<file path="src/rtl/fifo_wr_arb_pkg.sv">
// Shared types and helpers for the packet round-robin FIFO write arbiter.
// Holds the arbiter state encoding and the wrap-around index increment.
package fifo_arb_pkg;

  typedef enum logic {
    IDLE,
    LOCK
  } arb_state_t;

  function automatic int next_idx(input int idx, input int n);
    return (idx >= n - 1) ? 0 : idx + 1;
  endfunction

endpackage

</file>
<file path="src/rtl/fifo_wr_arb_if.sv">
// Producer/FIFO bundle seen by the write arbiter.
// master: drives req/last/data/fifo_full; slave: arbiter outputs.
interface fifo_wr_arb_if #(
  parameter int NREQ   = 4,
  parameter int DWIDTH = 8,
  parameter int IDXW   = $clog2(NREQ)
);

  logic [NREQ-1:0]        req;
  logic [NREQ-1:0]        last;
  logic [NREQ*DWIDTH-1:0] data;
  logic [NREQ-1:0]        ready;
  logic                   fifo_full;
  logic                   fifo_wren;
  logic [DWIDTH-1:0]      fifo_din;
  logic [IDXW-1:0]        owner;
  logic                   busy;

  modport master (
    output req, last, data, fifo_full,
    input  ready, fifo_wren, fifo_din, owner, busy
  );

  modport slave (
    input  req, last, data, fifo_full,
    output ready, fifo_wren, fifo_din, owner, busy
  );

endinterface

</file>
<file path="src/rtl/fifo_wr_arb_rr_pick.sv">
// Combinational round-robin picker: first set req bit from prio upward.
// Ports: req, prio in; found, idx out.
module rr_pick
  import fifo_arb_pkg::*;
#(
  parameter int NREQ = 4,
  parameter int IDXW = $clog2(NREQ)
) (
  input  logic [NREQ-1:0] req,
  input  logic [IDXW-1:0] prio,
  output logic            found,
  output logic [IDXW-1:0] idx
);

  logic [IDXW-1:0] c;

  // Walk NREQ candidates starting at prio; index wraps at NREQ-1
  // so non-power-of-two NREQ never visits a missing producer.
  always_comb begin
    found = 1'b0;
    idx   = '0;
    c     = prio;
    for (int k = 0; k < NREQ; k++) begin
      if (!found && req[c]) begin
        found = 1'b1;
        idx   = c;
      end
      c = IDXW'(next_idx(int'(c), NREQ));
    end
  end

endmodule

</file>
<file path="src/rtl/fifo_wr_arb.sv">
// Packet-level round-robin arbiter in front of a FIFO write port.
// Ports: clk, rstn (async low), bus (slave: req/last/data/ready/fifo_*).
module fifo_wr_arb
  import fifo_arb_pkg::*;
#(
  parameter  int NREQ   = 4,
  parameter  int DWIDTH = 8,
  localparam int IDXW   = $clog2(NREQ)
) (
  input  logic          clk,
  input  logic          rstn,
  fifo_wr_arb_if.slave  bus
);

  arb_state_t      state_q, state_d;
  logic [IDXW-1:0] owner_q, owner_d;
  logic [IDXW-1:0] prio_q, prio_d;

  logic            found;
  logic [IDXW-1:0] pick;
  logic            locked;
  logic            own_req;
  logic            own_last;
  logic            accept;
  logic [NREQ-1:0] ready_c;

  rr_pick #(
    .NREQ (NREQ),
    .IDXW (IDXW)
  ) u_pick (
    .req   (bus.req),
    .prio  (prio_q),
    .found (found),
    .idx   (pick)
  );

  assign locked   = (state_q == LOCK);
  assign own_req  = bus.req[owner_q];
  assign own_last = bus.last[owner_q];
  assign accept   = locked & own_req & ~bus.fifo_full;

  // ready depends only on state/owner/full, never on req.
  always_comb begin
    ready_c = '0;
    if (locked) ready_c[owner_q] = ~bus.fifo_full;
  end

  assign bus.ready     = ready_c;
  assign bus.fifo_wren = accept;
  assign bus.fifo_din  = bus.data[int'(owner_q)*DWIDTH +: DWIDTH];
  assign bus.owner     = owner_q;
  assign bus.busy      = locked;

  always_comb begin
    state_d = state_q;
    owner_d = owner_q;
    prio_d  = prio_q;
    unique case (state_q)
      IDLE: begin
        if (found) begin
          owner_d = pick;
          state_d = LOCK;
        end
      end
      LOCK: begin
        // Only a last beat releases the lock.
        if (accept && own_last) begin
          state_d = IDLE;
          prio_d  = IDXW'(next_idx(int'(owner_q), NREQ));
        end
      end
      default: state_d = IDLE;
    endcase
  end

  always_ff @(posedge clk or negedge rstn) begin
    if (!rstn) begin
      state_q <= IDLE;
      owner_q <= '0;
      prio_q  <= '0;
    end else begin
      state_q <= state_d;
      owner_q <= owner_d;
      prio_q  <= prio_d;
    end
  end

endmodule

</file>
<file path="src/flat_wrapper.sv">
// flat-port wrapper written by rule: the top's interface ports become plain ports
module fifo_wr_arb_flat import fifo_arb_pkg::*;
#(
  parameter  int NREQ   = 4,
  parameter  int DWIDTH = 8,
  localparam int IDXW   = $clog2(NREQ)
)
  (clk, rstn, bus_req, bus_last, bus_data, bus_fifo_full, bus_ready, bus_fifo_wren, bus_fifo_din, bus_owner, bus_busy);
  fifo_wr_arb_if #(.NREQ(NREQ), .DWIDTH(DWIDTH)) bus_i ();
  input  logic clk;
  input  logic rstn;
  input wire logic [$bits(bus_i.req)-1:0] bus_req;
  input wire logic [$bits(bus_i.last)-1:0] bus_last;
  input wire logic [$bits(bus_i.data)-1:0] bus_data;
  input wire logic [$bits(bus_i.fifo_full)-1:0] bus_fifo_full;
  output wire logic [$bits(bus_i.ready)-1:0] bus_ready;
  output wire logic [$bits(bus_i.fifo_wren)-1:0] bus_fifo_wren;
  output wire logic [$bits(bus_i.fifo_din)-1:0] bus_fifo_din;
  output wire logic [$bits(bus_i.owner)-1:0] bus_owner;
  output wire logic [$bits(bus_i.busy)-1:0] bus_busy;
  assign bus_i.req = bus_req;
  assign bus_i.last = bus_last;
  assign bus_i.data = bus_data;
  assign bus_i.fifo_full = bus_fifo_full;
  assign bus_ready = bus_i.ready;
  assign bus_fifo_wren = bus_i.fifo_wren;
  assign bus_fifo_din = bus_i.fifo_din;
  assign bus_owner = bus_i.owner;
  assign bus_busy = bus_i.busy;
  fifo_wr_arb #(.NREQ(NREQ), .DWIDTH(DWIDTH)) u_core (.clk(clk), .rstn(rstn), .bus(bus_i));
endmodule
</file>
<file path="config.mk">
export PLATFORM = sky130hd
export DESIGN_NAME = fifo_wr_arb_flat
export DESIGN_NICKNAME = d
export VERILOG_FILES = /design/src/rtl/fifo_wr_arb_pkg.sv /design/src/rtl/fifo_wr_arb_if.sv /design/src/rtl/fifo_wr_arb_rr_pick.sv /design/src/rtl/fifo_wr_arb.sv /design/src/flat_wrapper.sv
export SDC_FILE = /design/constraint.sdc
export NUM_CORES = 1
export LEC_CHECK = 0
export CAP_MARGIN = 10
export CORE_ASPECT_RATIO = 1.5
export CORE_MARGIN = 2
export CORE_UTILIZATION = 24
export CTS_CLUSTER_DIAMETER = 30
export DETAILED_ROUTE_END_ITERATION = 16
export GPL_TIMING_DRIVEN = 0
export PLACE_DENSITY = 0.63
export SLEW_MARGIN = 0
export SYNTH_ARGS = -nofsm -noshare
export SYNTH_HDL_FRONTEND = slang
export SYNTH_SLANG_ARGS = --single-unit
</file>
<file path="constraint.sdc">
create_clock -name clk -period 2.1 [get_ports clk]
set_clock_uncertainty 0.05 [all_clocks]
set_input_delay 0.21 -clock clk [delete_from_list [all_inputs] [get_ports clk]]
set_output_delay 0.21 -clock clk [all_outputs]
set_load 0.02 [all_outputs]
</file>
Yosys cells after proc, flatten, opt, wreduce, memory -nomap -nowiden
Index checks and enable logic that the tools add are counted.

Bits in registers: 5. Word-level logic and storage cells: 63. Output and inout bits: 16. Input bits: 43.

Magnitude comparators: 10. Reduce and logical (&&, ||, !) cells: 10. Bitwise logic cells: 5. Mux-type cells: 30. Add/subtract/negate cells: 4. Shift operators: 1.

Operators with widths (number): indexed part select 32 x 6 -> 8 bit (1); 2-to-1 mux 2 bit (8); less-than comparator 2 x 3 -> 1 bit (second input constant) (5); 2-to-1 mux 1 bit (13); binary-select mux 1 bit (select 2 bit) (6); adder 2 x 1 -> 2 bit (second input constant) (4); >= comparator 2 bit (second input constant) (4); logical AND 1 bit (5); bitwise AND 4 bit (1); 2-to-1 mux 4 bit (1); AND reduction 2 bit (2); zero test 1 bit (3); bitwise AND 1 bit (2); demux 1 bit (select 2 bit) (1); >= comparator 2 x 1 -> 1 bit (second input constant) (1); inverter 1 bit (2); case mux 1 bit (2 select lines) (1).

Longest topological paths before layout
Gate-level depths: netlist of run 1.

Word-level depth: 14. Depth in mapped cells: 8.

Modules after synthesis
A second synthesis of run 1 with hierarchy kept.

Cells, all modules: 88. Area total of the unflattened synthesis: 899.6 um2.

Modules (own cells, without submodules): fifo_wr_arb (times used 1, sequential area each 125.1 um2, cells an instance 42, area each 540.5 um2); rr_pick (times used 1, sequential area each 0.0 um2, cells an instance 46, area each 359.1 um2).

Worst setup path after synthesis of run 1
Ideal clock, no wire load.

Path kind: register to register. From: reg u_core.prio_q[1]. To: reg u_core.owner_q[1], in the netlist u_core.bus.owner[1]. Path slack: 271 ps. Cell stages (with the launch flop): 9. Data required time: 1921 ps. Data arrival time: 1650 ps. Clock period less this slack: 1829 ps. Path buffers: 2. Setup time: 129 ps. Cell sequence: dfrtp_1 ha_1 buf_6 buf_6 a211o_2 o22ai_1 a221oi_1 a31oi_1 mux2i_1.

Cells in the longest elaborated chain, start to end: 13.

RTL lines: from (decl) (line fifo_wr_arb.sv:17) `logic [IDXW-1:0] prio_q, prio_d;`; from (signal assigned) (line fifo_wr_arb.sv:84) `prio_q <= prio_d;`; branches (longest 13 deep; another with adder 2 x 1 -> 2 bit); to (signal assigned) (line fifo_wr_arb.sv:83) `owner_q <= owner_d;`; to (decl) (line fifo_wr_arb.sv:16) `logic [IDXW-1:0] owner_q, owner_d;`.

Parallel ways; which one is timed is not known. The select of a mux whose other input is x is not followed. A chain may end at the register's enable or synchronous reset.

Worst setup path in the final report of run 1
From: in bus_req[0]. To: out bus_fifo_wren.

Cells in the longest elaborated chain, start to end: 4.

RTL lines: from (decl) (line flat_wrapper.sv:12) `input wire logic [$bits(bus_i.req)-1:0] bus_req;`; binary-select mux 1 bit (select 2 bit) (line fifo_wr_arb.sv:38) `assign own_req = bus.req[owner_q];`; 2-to-1 mux 1 bit (not written as such) (line fifo_wr_arb.sv:38); bitwise AND 1 bit (2 in series) (line fifo_wr_arb.sv:40) `assign accept = locked & own_req & ~bus.fifo_full;`; to (decl) (line flat_wrapper.sv:17) `output wire logic [$bits(bus_i.fifo_wren)-1:0] bus_fifo_wren;`.

Every way passes these cells. The select of a mux whose other input is x is not followed.

==> impl_summary.log, run 1 <==
[metrics] status: finished clean
[metrics] crit path capture: bus_fifo_wren
[metrics] proportion of synthesized chip area in sequential cells: 13.3%
[metrics] worst reg-to-reg setup slack: 0.14 ns
[metrics] maximum capacitance violations: 0
[metrics] maximum buffer depth of the clock tree: 2
[metrics] Worst EP required: 1.84 ns
[metrics] distinct cell type count after synthesis: 40
[metrics] total nets after synthesis: 142
[metrics] worst skew pair latency: 0.22 ns
[metrics] H-Tree Level Count: 1
[metrics] I/O Pins: 59
[metrics] horizontal die dimension: 55.1 um
[metrics] fill cell count: 390
[metrics] sw power: 0.000862 W
[metrics] Final Wtd Congestion: 0.860
[metrics] transition time at the pin with the least slew margin: 0.308 ns
[metrics] number of antenna violations at the first check in global routing: 0
[metrics] Core Box Area: 3720 um2
[metrics] number of antenna cells inserted: 0
[metrics] commonest non-fill, non-tap cell in the layout: clkdlybuf4s50_1
[metrics] worst hold-check slack: 0.150 ns
[metrics] capturing point of the worst reg2reg path: u_core.bus.owner[0]
[metrics] GR Overflow Total: 0
[metrics] largest net degree at the start of global routing: 11
[metrics] Area growth syn-to-layout: 70.6%
[metrics] post-synthesis cell area: 940 um2
[metrics] Synth Flop Type: dfrtp_1
[metrics] fraction of registers with async set or reset after synthesis: 100%
[metrics] CP max stage delay: 0.53 ns
[metrics] setup violation total in the final timing report: 0
[metrics] CTS Root Cell: clkbuf_8
[metrics] standby leakage power: 0.673 nW
[metrics] register bit total from synthesis: 5
[metrics] number of cells traversed by the worst register-to-register path: 8
[metrics] count of synthesis-stage warnings from yosys: 0
[metrics] routed len/inst: 14.9 um
[metrics] Crit Path Category: in2out
[metrics] CTS sink count: 5
[metrics] via/cell ratio: 5.19
[metrics] number of buffers added by the clock tree synthesis step: 3
[metrics] sw frac: 44.9%
[metrics] total cell area at the placement stage: 1550 um2
[metrics] time the worst path needs with I/O delays and setup: 2.00 ns
[metrics] die height: 80.6 um
[metrics] unrepaired setup endpoints after global routing: false
[metrics] global-route total usage across every layer: 15.2%
[metrics] nature of the critical path startpoint: input pin
[metrics] start point of the critical path: bus_req[0]
[metrics] kind of end point of the critical path: output port
[metrics] Pwr per Cell Area: 1200 nW/um2
[metrics] largest fanout on the critical path: 7
[metrics] proportion of power drawn by flip-flops and latches: 10.4%
[metrics] worst-case vdd ir drop: 0.798 mV
[metrics] CP Buf/Inv Count: 2
[metrics] die area: 4440 um2
[metrics] Post-synth EDFFs: 0
[metrics] count of hold buffers inserted by post-cts repair: 0
[metrics] portion of total power attributed to combinational logic: 80.3%
[metrics] Iter 0 DRT Violations: 24
[metrics] Clock Power Share: 9.3%
[metrics] commonest non-fill, non-tap cells in the layout: clkdlybuf4s50_1 (43), dlygate4sd2_1 (13), mux4_2 (10), nand2_1 (8)
[metrics] P_int: 0.00106 W
[metrics] Slowest-stage cell, CP: clkdlybuf4s50_1
[metrics] critical path arrival: 1.74 ns
[metrics] final layout net count: 204
[metrics] DRC violations left: 0
[metrics] effective utilization at floorplan: 25.3%
[metrics] count of input and output buffers: 56
[metrics] setup_tns: 0 ns
[metrics] start of the worst register-to-register path: u_core.prio_q[0]
[metrics] kind of cell adding the most delay to the critical path: buffers and inverters
[metrics] maximum clock frequency: 499 MHz
[metrics] clock tree from TritonCTS: done
[metrics] Max-Slew Margin vs Limit: 79.5%
[metrics] synthesized area divided by synthesized cell count: 10.0 um2
[metrics] sum of net half-perimeters after detailed placement: 2480 um
[metrics] first drt pass iteration count: 4
[metrics] number of hold-slack violations in the final timing report: 0
[metrics] vias after detailed routing: 1028
[metrics] fraction of layout instances using a drive strength above 1: 20.6%
[metrics] total power after layout: 0.00192 W
[metrics] max-slew violation total from the final report: 0
[metrics] sequence of cells on the critical path: clkdlybuf4s50_1 -> mux4_2 -> and2_4 -> dlygate4sd2_1
[metrics] vias in the first global route: 1169
[metrics] finished layout cell area: 1600 um2
[metrics] clock edge transition at the registers on the reported setup and hold paths: 0.03 ns
[metrics] Antenna Violating Nets Remaining: 0
[metrics] synthesized instance count: 94
[metrics] FP Rows: 27
[metrics] wire length of the first global-routing pass: 4930 um
[metrics] class of the most critical hold timing path: in2async
[metrics] period utilisation layout: 95.4%
[metrics] Stages on worst setup path: 4
[metrics] Routed Wire Length: 2960 um
[cell type report]
| cell class | count | area, um2 | share of cell area, % |
|---|---|---|---|
| Buffer | 9 | 90.1 | 5.62 |
| Clock buffer | 4 | 45.0 | 2.81 |
| Inverter | 5 | 18.8 | 1.17 |
| Multi-Input combinational cell | 75 | 717 | 44.7 |
| Sequential cell | 5 | 126 | 7.88 |
| Tap cell | 43 | 53.8 | 3.36 |
| Timing Repair Buffer | 57 | 552 | 34.4 |
[cell usage after synthesis, drive strengths merged, types with 2 or more instances]
library cell,number,share of area (%)
mux4,10,24
buf,9,8.7
nand2,9,4.4
mux2i,6,6.4
and2,5,3.6
dfrtp,5,13
ha,5,6.7
inv,5,2.0
o21ai,5,2.7
nor2,4,1.6
a31oi,3,2.7
nand2b,3,2.0
o22ai,3,2.7
a221oi,2,1.9
mux2,2,2.8
[registers in the layout, summed over array words and instances (netlist names)]
register / cells
u_core.bus.busy: 1
u_core.prio_q: 2
u_core.bus.owner: 2
[cell families after synthesis]
group                    count (synthesis)  share of synthesized area, %
AO/OA/AOI/OAI                           24                          19.8
XOR/XNOR                                 1                         0.932
adder cells (fa/ha/maj)                  5                          6.66
buffers and inverters                   14                          10.7
flip-flops                               5                          13.3
multiplexers                            18                          33.2
AND/OR/NAND/NOR                         27                          15.4
[layer usage]
layer	wire length (um)	up-vias	track usage, %
met4	26	0	3.66
met2	1570	67	28.1
li1	-	481	-
met5	0	-	0
met3	354	2	5.95
met1	1010	478	15.0
[power groups by stage]
| stage | registers [W] | clock network [W] | logic, W |
|---|---|---|---|
| after CTS | 0.000211 | 0.000182 | 0.00153 |
| final | 0.000200 | 0.000178 | 0.00154 |
| after floorplan | 0.000216 | 0 | 0.00108 |
| after detailed placement | 0.000208 | 0 | 0.00157 |
| after global routing | 0.000212 | 0.000194 | 0.00168 |
| after global placement | 0.000204 | 0 | 0.00156 |
[worst reg2reg max path, stage by stage, from the launching register on]
cell and delay, ns:
dfrtp_1 0.37, ha_1 0.30, buf_6 0.14, buf_6 0.13, mux2i_1 0.11, nand2_1 0.09, o21ai_0 0.08, a222oi_1 0.36
o221ai_1 0.17
[per-stage QoR]
step                util [%]  std cells  setup slack (ns)
floorplan                  -         94             0.271
global placement        41.8        193            -0.162
CTS                     42.9        197           0.00270
detailed placement      41.8        193            -0.170
global route            43.1        198            0.0218
finish                  43.1        198            0.0958
[repair_timing]
item	CTS	global route
endpoints found under the setup margin	12	3
buffers inserted	0	1
pin swaps	0	2
resized for setup	17	1
[worst min path at each step]
stage / startpoint / to / slack (ns) / depth (start not counted)
finish: rstn / u_core.bus.owner[1] / 0.15 / 1
global route: rstn / u_core.bus.owner[1] / 0.16 / 1
CTS: rstn / u_core.bus.owner[1] / 0.15 / 1
detailed placement: rstn / u_core.prio_q[1] / 0.39 / 1
global placement: rstn / u_core.bus.busy / 0.39 / 1
floorplan: rstn / u_core.bus.busy / -0.14 / 0
No activity file was read; power rests on OpenSTA's default activity.
==> run 2: changes to the inputs <==
==> constraint.sdc (replaced) <==
create_clock -name clk -period 1.9 [get_ports clk]
set_clock_uncertainty 0.05 [all_clocks]
set_input_delay 0.19 -clock clk [delete_from_list [all_inputs] [get_ports clk]]
set_output_delay 0.19 -clock clk [all_outputs]
set_load 0.02 [all_outputs]
==> run 2 against run 1 <==
  * The run now ends with negative setup slack left
  * Via count is 5.1% higher
  * Cell count is 3.0% higher
  * Combinational power grew 38%
  * Critical path type is now reg2reg
  * Critical endpoint is now u_core.bus.owner[1]
  * Largest cell class unchanged
  * Largest power group unchanged
==> impl_summary.log, run 2 (synthesis results as in run 1) <==
[metrics] sequence of cells on the critical path: ha_1 -> buf_6 -> a21bo_1 -> a31oi_1 -> o22ai_4 -> a31oi_4 -> mux2i_1
[metrics] period utilisation layout: 102%
[metrics] global-route total usage across every layer: 15.7%
[metrics] status: finished, violations left
[metrics] fraction of layout instances using a drive strength above 1: 30.4%
[metrics] sw power: 0.00112 W
[metrics] time the worst path needs with I/O delays and setup: 1.94 ns
[metrics] Pwr per Cell Area: 1470 nW/um2
[metrics] start point of the critical path: u_core.prio_q[0]
[metrics] total cell area at the placement stage: 1550 um2
[metrics] vias after detailed routing: 1080
[metrics] clock tree from TritonCTS: done
[metrics] CTS sink count: 5
[metrics] Max-Slew Margin vs Limit: 77.5%
[metrics] failing checks: negative setup slack
[metrics] critical path arrival: 2.03 ns
[metrics] worst reg-to-reg setup slack: -0.04 ns
[metrics] die height: 80.6 um
[metrics] number of buffers added by the clock tree synthesis step: 3
[metrics] routed len/inst: 15.7 um
[metrics] CP Buf/Inv Count: 1
[metrics] Routed Wire Length: 3210 um
[metrics] Antenna Violating Nets Remaining: 0
[metrics] via/cell ratio: 5.29
[metrics] max-slew violation total from the final report: 0
[metrics] worst-case vdd ir drop: 0.878 mV
[metrics] class of the most critical hold timing path: in2async
[metrics] number of antenna cells inserted: 0
[metrics] Area growth syn-to-layout: 83.0%
[metrics] number of antenna violations at the first check in global routing: 0
[metrics] Worst Setup Slack, final: -0.0356 ns
[metrics] total power after layout: 0.00254 W
[metrics] commonest non-fill, non-tap cell in the layout: clkdlybuf4s50_1
[metrics] effective utilization at floorplan: 25.3%
[metrics] H-Tree Level Count: 1
[metrics] Final Wtd Congestion: 0.860
[metrics] Crit Path Category: reg2reg
[metrics] first drt pass iteration count: 4
[metrics] capturing point of the worst reg2reg path: u_core.bus.owner[1]
[metrics] setup violation total in the final timing report: 2
[metrics] largest fanout on the critical path: 4
[metrics] standby leakage power: 0.722 nW
[metrics] unrepaired setup endpoints after global routing: true
[metrics] proportion of power drawn by flip-flops and latches: 8.4%
[metrics] wire length of the first global-routing pass: 5100 um
[metrics] largest net degree at the start of global routing: 11
[metrics] number of hold-slack violations in the final timing report: 0
[metrics] Core Box Area: 3720 um2
[metrics] clock edge transition at the registers on the reported setup and hold paths: 0.03 ns
[metrics] transition time at the pin with the least slew margin: 0.337 ns
[metrics] final layout net count: 210
[metrics] commonest non-fill, non-tap cells in the layout: clkdlybuf4s50_1 (42), mux4_2 (10), dlygate4sd2_1 (9), buf_4 (8), nand2_1 (8)
[metrics] maximum buffer depth of the clock tree: 2
[metrics] FP Rows: 27
[metrics] portion of total power attributed to combinational logic: 83.8%
[metrics] Iter 0 DRT Violations: 20
[metrics] Clock Power Share: 7.8%
[metrics] nature of the critical path startpoint: register
[metrics] CTS Root Cell: clkbuf_8
[metrics] I/O Pins: 59
[metrics] worst skew pair latency: 0.22 ns
[metrics] sum of net half-perimeters after detailed placement: 2480 um
[metrics] kind of end point of the critical path: register
[metrics] P_int: 0.00142 W
[metrics] Worst EP required: 1.99 ns
[metrics] kind of cell adding the most delay to the critical path: compound AO/OA/AOI/OAI gates
[metrics] finished layout cell area: 1720 um2
[metrics] count of hold buffers inserted by post-cts repair: 0
[metrics] CP max stage delay: 0.37 ns
[metrics] start of the worst register-to-register path: u_core.prio_q[0]
[metrics] maximum clock frequency: 517 MHz
[metrics] sw frac: 44.1%
[metrics] horizontal die dimension: 55.1 um
[metrics] GR Overflow Total: 0
[metrics] number of cells traversed by the worst register-to-register path: 7
[metrics] die area: 4440 um2
[metrics] count of input and output buffers: 56
[metrics] vias in the first global route: 1192
[metrics] maximum capacitance violations: 0
[metrics] DRC violations left: 0
[metrics] Slowest-stage cell, CP: dfrtp_1
-- run 2: cell count changes in the layout (fill, tap and decap cells not counted), sizes merged --
cell           delta
buf               +7
clkbuf            +2
clkdlybuf4s50     -1
dlygate4sd2       -4
clkdlybuf4s15     +2
-- run 2: repair_timing --
item | 4_1_cts | 5_1_grt
gates resized for setup | 32 | 15
pin swaps | 8 | 5
setup endpoints to repair | 16 | 10
buffers inserted | 7 | 0
cloned | 0 | 0
-- run 2: area by class of cell --
| class | instances | area [um2] |
|---|---|---|
| fillers | 382 | 2000 |
| repair buffers | 63 | 603 |
| well taps | 43 | 53.8 |
| multi-input cells | 75 | 773 |
| flip-flops and latches | 5 | 128 |
| plain buffers | 9 | 97.6 |
| inverters | 5 | 18.8 |
| clock buffers | 4 | 45.0 |
-- run 2: metrics by stage --
stage	hold WS [ns]	TNS (ns)	utilization (%)	instances	setup slack [ns]
after floorplan	-0.156	0	-	94	0.0712
after global placement	0.368	-3.62	41.8	193	-0.328
after detailed placement	0.369	-3.78	41.8	193	-0.350
after CTS	0.134	-0.101	45.2	204	-0.0561
after global routing	0.139	-0.461	46.3	204	-0.127
final	0.129	-0.0649	46.3	204	-0.0356
-- run 2: worst max-delay path by stage --
| stage | endpoint | slack, ns | cells after the start |
|---|---|---|---|
| finish | u_core.bus.owner[1] | -0.04 | 7 |
| global route | u_core.bus.owner[1] | -0.13 | 7 |
| CTS | u_core.bus.owner[1] | -0.06 | 9 |
| detailed placement | bus_fifo_din[0] | -0.35 | 3 |
| global placement | bus_fifo_din[0] | -0.33 | 3 |
| floorplan | u_core.bus.owner[1] | 0.07 | 8 |
-- run 2: power groups by stage --
stage / Sequential, W / Combinational [W] / Clock [W]
after global routing: 0.000224 / 0.00228 / 0.000214
after floorplan: 0.000239 / 0.00120 / 0
final: 0.000214 / 0.00212 / 0.000197
after global placement: 0.000226 / 0.00173 / 0
after detailed placement: 0.000229 / 0.00174 / 0
after CTS: 0.000210 / 0.00199 / 0.000201
-- run 2: metal layers --
metal	vias to the layer above	routed length [um]	part of all wire (%)	GRT usage [%]
li1	494	-	-	-
met4	0	26	0.81	3.66
met1	515	1060	33	15.6
met3	2	352	11	5.76
met5	-	0	0	0
met2	69	1770	55	29.2
==> run 3: changes to the inputs <==
--- a/config.mk
+++ b/config.mk
@@ -9,6 +9,7 @@
 export CORE_ASPECT_RATIO = 1.5
 export CORE_MARGIN = 2
 export CORE_UTILIZATION = 24
+export CTS_BUF_LIST = sky130_fd_sc_hd__clkbuf_16
 export CTS_CLUSTER_DIAMETER = 30
 export DETAILED_ROUTE_END_ITERATION = 16
 export GPL_TIMING_DRIVEN = 0
==> run 3 against run 2 <==
  * The flow still finishes with violations (negative setup slack)
  * Combinational power fell by 5%
  * Power rose by 1.2%
  * Sequential power about the same
  * Highest routed layer unchanged
==> impl_summary.log, run 3 (synthesis results as in run 1) <==
[metrics] Crit Path Category: reg2reg
[metrics] commonest non-fill, non-tap cell in the layout: clkdlybuf4s50_1
[metrics] number of cells traversed by the worst register-to-register path: 8
[metrics] nature of the critical path startpoint: register
[metrics] global-route total usage across every layer: 15.8%
[metrics] max-slew violation total from the final report: 0
[metrics] commonest non-fill, non-tap cells in the layout: clkdlybuf4s50_1 (42), mux4_2 (10), dlygate4sd2_1 (9), nand2_1 (8), buf_4 (7)
[metrics] period utilisation layout: 103%
[metrics] CTS Root Cell: clkbuf_16
[metrics] worst skew pair latency: 0.23 ns
[metrics] worst reg-to-reg setup slack: -0.07 ns
[metrics] number of buffers added by the clock tree synthesis step: 3
[metrics] first drt pass iteration count: 4
[metrics] class of the most critical hold timing path: in2async
[metrics] via/cell ratio: 5.21
[metrics] worst-case vdd ir drop: 0.969 mV
[metrics] kind of end point of the critical path: register
[metrics] Routed Wire Length: 3180 um
[metrics] FP Rows: 27
[metrics] CTS sink count: 5
[metrics] proportion of power drawn by flip-flops and latches: 8.2%
[metrics] count of hold buffers inserted by post-cts repair: 0
[metrics] core occupancy in the finished layout: 46.6%
[metrics] DRC violations left: 0
[metrics] GR Overflow Total: 0
[metrics] H-Tree Level Count: 1
[metrics] clock edge transition at the registers on the reported setup and hold paths: 0.03 ns
[metrics] largest net degree at the start of global routing: 11
[metrics] status: finished, violations left
[metrics] Final Wtd Congestion: 0.860
[metrics] Antenna Violating Nets Remaining: 0
[metrics] time the worst path needs with I/O delays and setup: 1.97 ns
[metrics] start point of the critical path: u_core.prio_q[0]
[metrics] effective utilization at floorplan: 25.3%
[metrics] number of hold-slack violations in the final timing report: 0
[metrics] capturing point of the worst reg2reg path: u_core.bus.owner[1]
[metrics] number of antenna violations at the first check in global routing: 0
[metrics] count of input and output buffers: 56
[metrics] failing checks: negative setup slack
[metrics] Clock Power Share: 13.4%
[metrics] Max-Slew Margin vs Limit: 76.9%
[metrics] I/O Pins: 59
[metrics] setup_tns: -0.0747 ns
[metrics] Pwr per Cell Area: 1480 nW/um2
[metrics] fill cell count: 381
[metrics] die height: 80.6 um
[metrics] number of antenna cells inserted: 0
[metrics] die area: 4440 um2
[metrics] post-layout instance count excluding filler cells: 202
[metrics] vias in the first global route: 1217
[metrics] Iter 0 DRT Violations: 14
[metrics] clock tree from TritonCTS: done
[metrics] vias after detailed routing: 1053
[metrics] maximum clock frequency: 509 MHz
[metrics] standby leakage power: 0.739 nW
[metrics] critical path arrival: 2.01 ns
[metrics] Core Box Area: 3720 um2
[metrics] maximum capacitance violations: 0
[metrics] final layout net count: 208
[metrics] wire length of the first global-routing pass: 5130 um
[metrics] sw power: 0.00108 W
[metrics] largest fanout on the critical path: 7
[metrics] sw frac: 42.2%
[metrics] dpl ws: -0.350 ns
[metrics] routed len/inst: 15.8 um
[metrics] portion of total power attributed to combinational logic: 78.4%
[metrics] maximum buffer depth of the clock tree: 2
[metrics] number of placed instances with taps included: 193
[metrics] setup violation total in the final timing report: 2
[metrics] horizontal die dimension: 55.1 um
[metrics] transition time at the pin with the least slew margin: 0.346 ns
[metrics] fraction of layout instances using a drive strength above 1: 28.9%
[metrics] sum of net half-perimeters after detailed placement: 2480 um
[metrics] Worst EP required: 1.95 ns
[metrics] Area growth syn-to-layout: 84.2%
[metrics] unrepaired setup endpoints after global routing: true
[metrics] Worst Setup Slack, final: -0.0661 ns
[metrics] start of the worst register-to-register path: u_core.prio_q[0]
[metrics] P_int: 0.00148 W
[run 3: through the flow]
step | hold slack [ns] | total power [W] | instance area [um2]
detailed placement | 0.369 | 0.00197 | 1550
global route | 0.138 | 0.00274 | 1730
floorplan | -0.156 | 0.00144 | 940
CTS | 0.128 | 0.00242 | 1690
finish | 0.125 | 0.00257 | 1730
global placement | 0.368 | 0.00195 | 1550
[run 3: worst max-delay path by stage]
stage | end | slack [ns] | depth (start not counted)
2_1_floorplan | u_core.bus.owner[1] | 0.07 | 8
3_3_place_gp | bus_fifo_din[0] | -0.33 | 3
3_5_place_dp | bus_fifo_din[0] | -0.35 | 3
4_1_cts | u_core.bus.owner[0] | -0.05 | 8
5_1_grt | u_core.bus.owner[1] | -0.13 | 7
6_report | u_core.bus.owner[1] | -0.07 | 8
[run 3: area by class of cell]
| class | count | area, um2 | area share (%) |
|---|---|---|---|
| Multi-Input combinational cell | 75 | 764 | 44.2 |
| Tap cell | 43 | 53.8 | 3.11 |
| Sequential cell | 5 | 128 | 7.38 |
| Clock inverter | 1 | 3.75 | 0.217 |
| Inverter | 5 | 18.8 | 1.08 |
| Clock buffer | 3 | 75.1 | 4.34 |
| Timing Repair Buffer | 61 | 589 | 34.1 |
| Buffer | 9 | 97.6 | 5.64 |
[run 3: what timing repair did]
action                     4_1_cts  5_1_grt
pin swaps                        5        4
cloned                           0        1
gates resized for setup         30       10
setup buffers                    4        0
setup endpoints to repair       16       10
[run 3: power groups by stage]
stage               Clock (W)  Sequential (W)  Combinational (W)
floorplan                   0        0.000239            0.00120
global placement            0        0.000226            0.00173
detailed placement          0        0.000229            0.00174
CTS                  0.000348        0.000211            0.00186
global route         0.000362        0.000223            0.00215
finish               0.000343        0.000211            0.00201
[run 3: critical path: stages (launching register included)]
cell and delay (ns):
dfrtp_1 0.37, ha_1 0.30, buf_6 0.15, buf_8 0.13, a211o_4 0.31, o22ai_2 0.13
a221oi_2 0.09, a31oi_1 0.17, mux2i_1 0.12
[run 3: per-layer routing]
metal  share of wire (%)  GRT usage [%]
met1                  34           15.2
met2                  55           29.9
met3                  10           5.58
met4                0.66           4.39
met5                   0              0
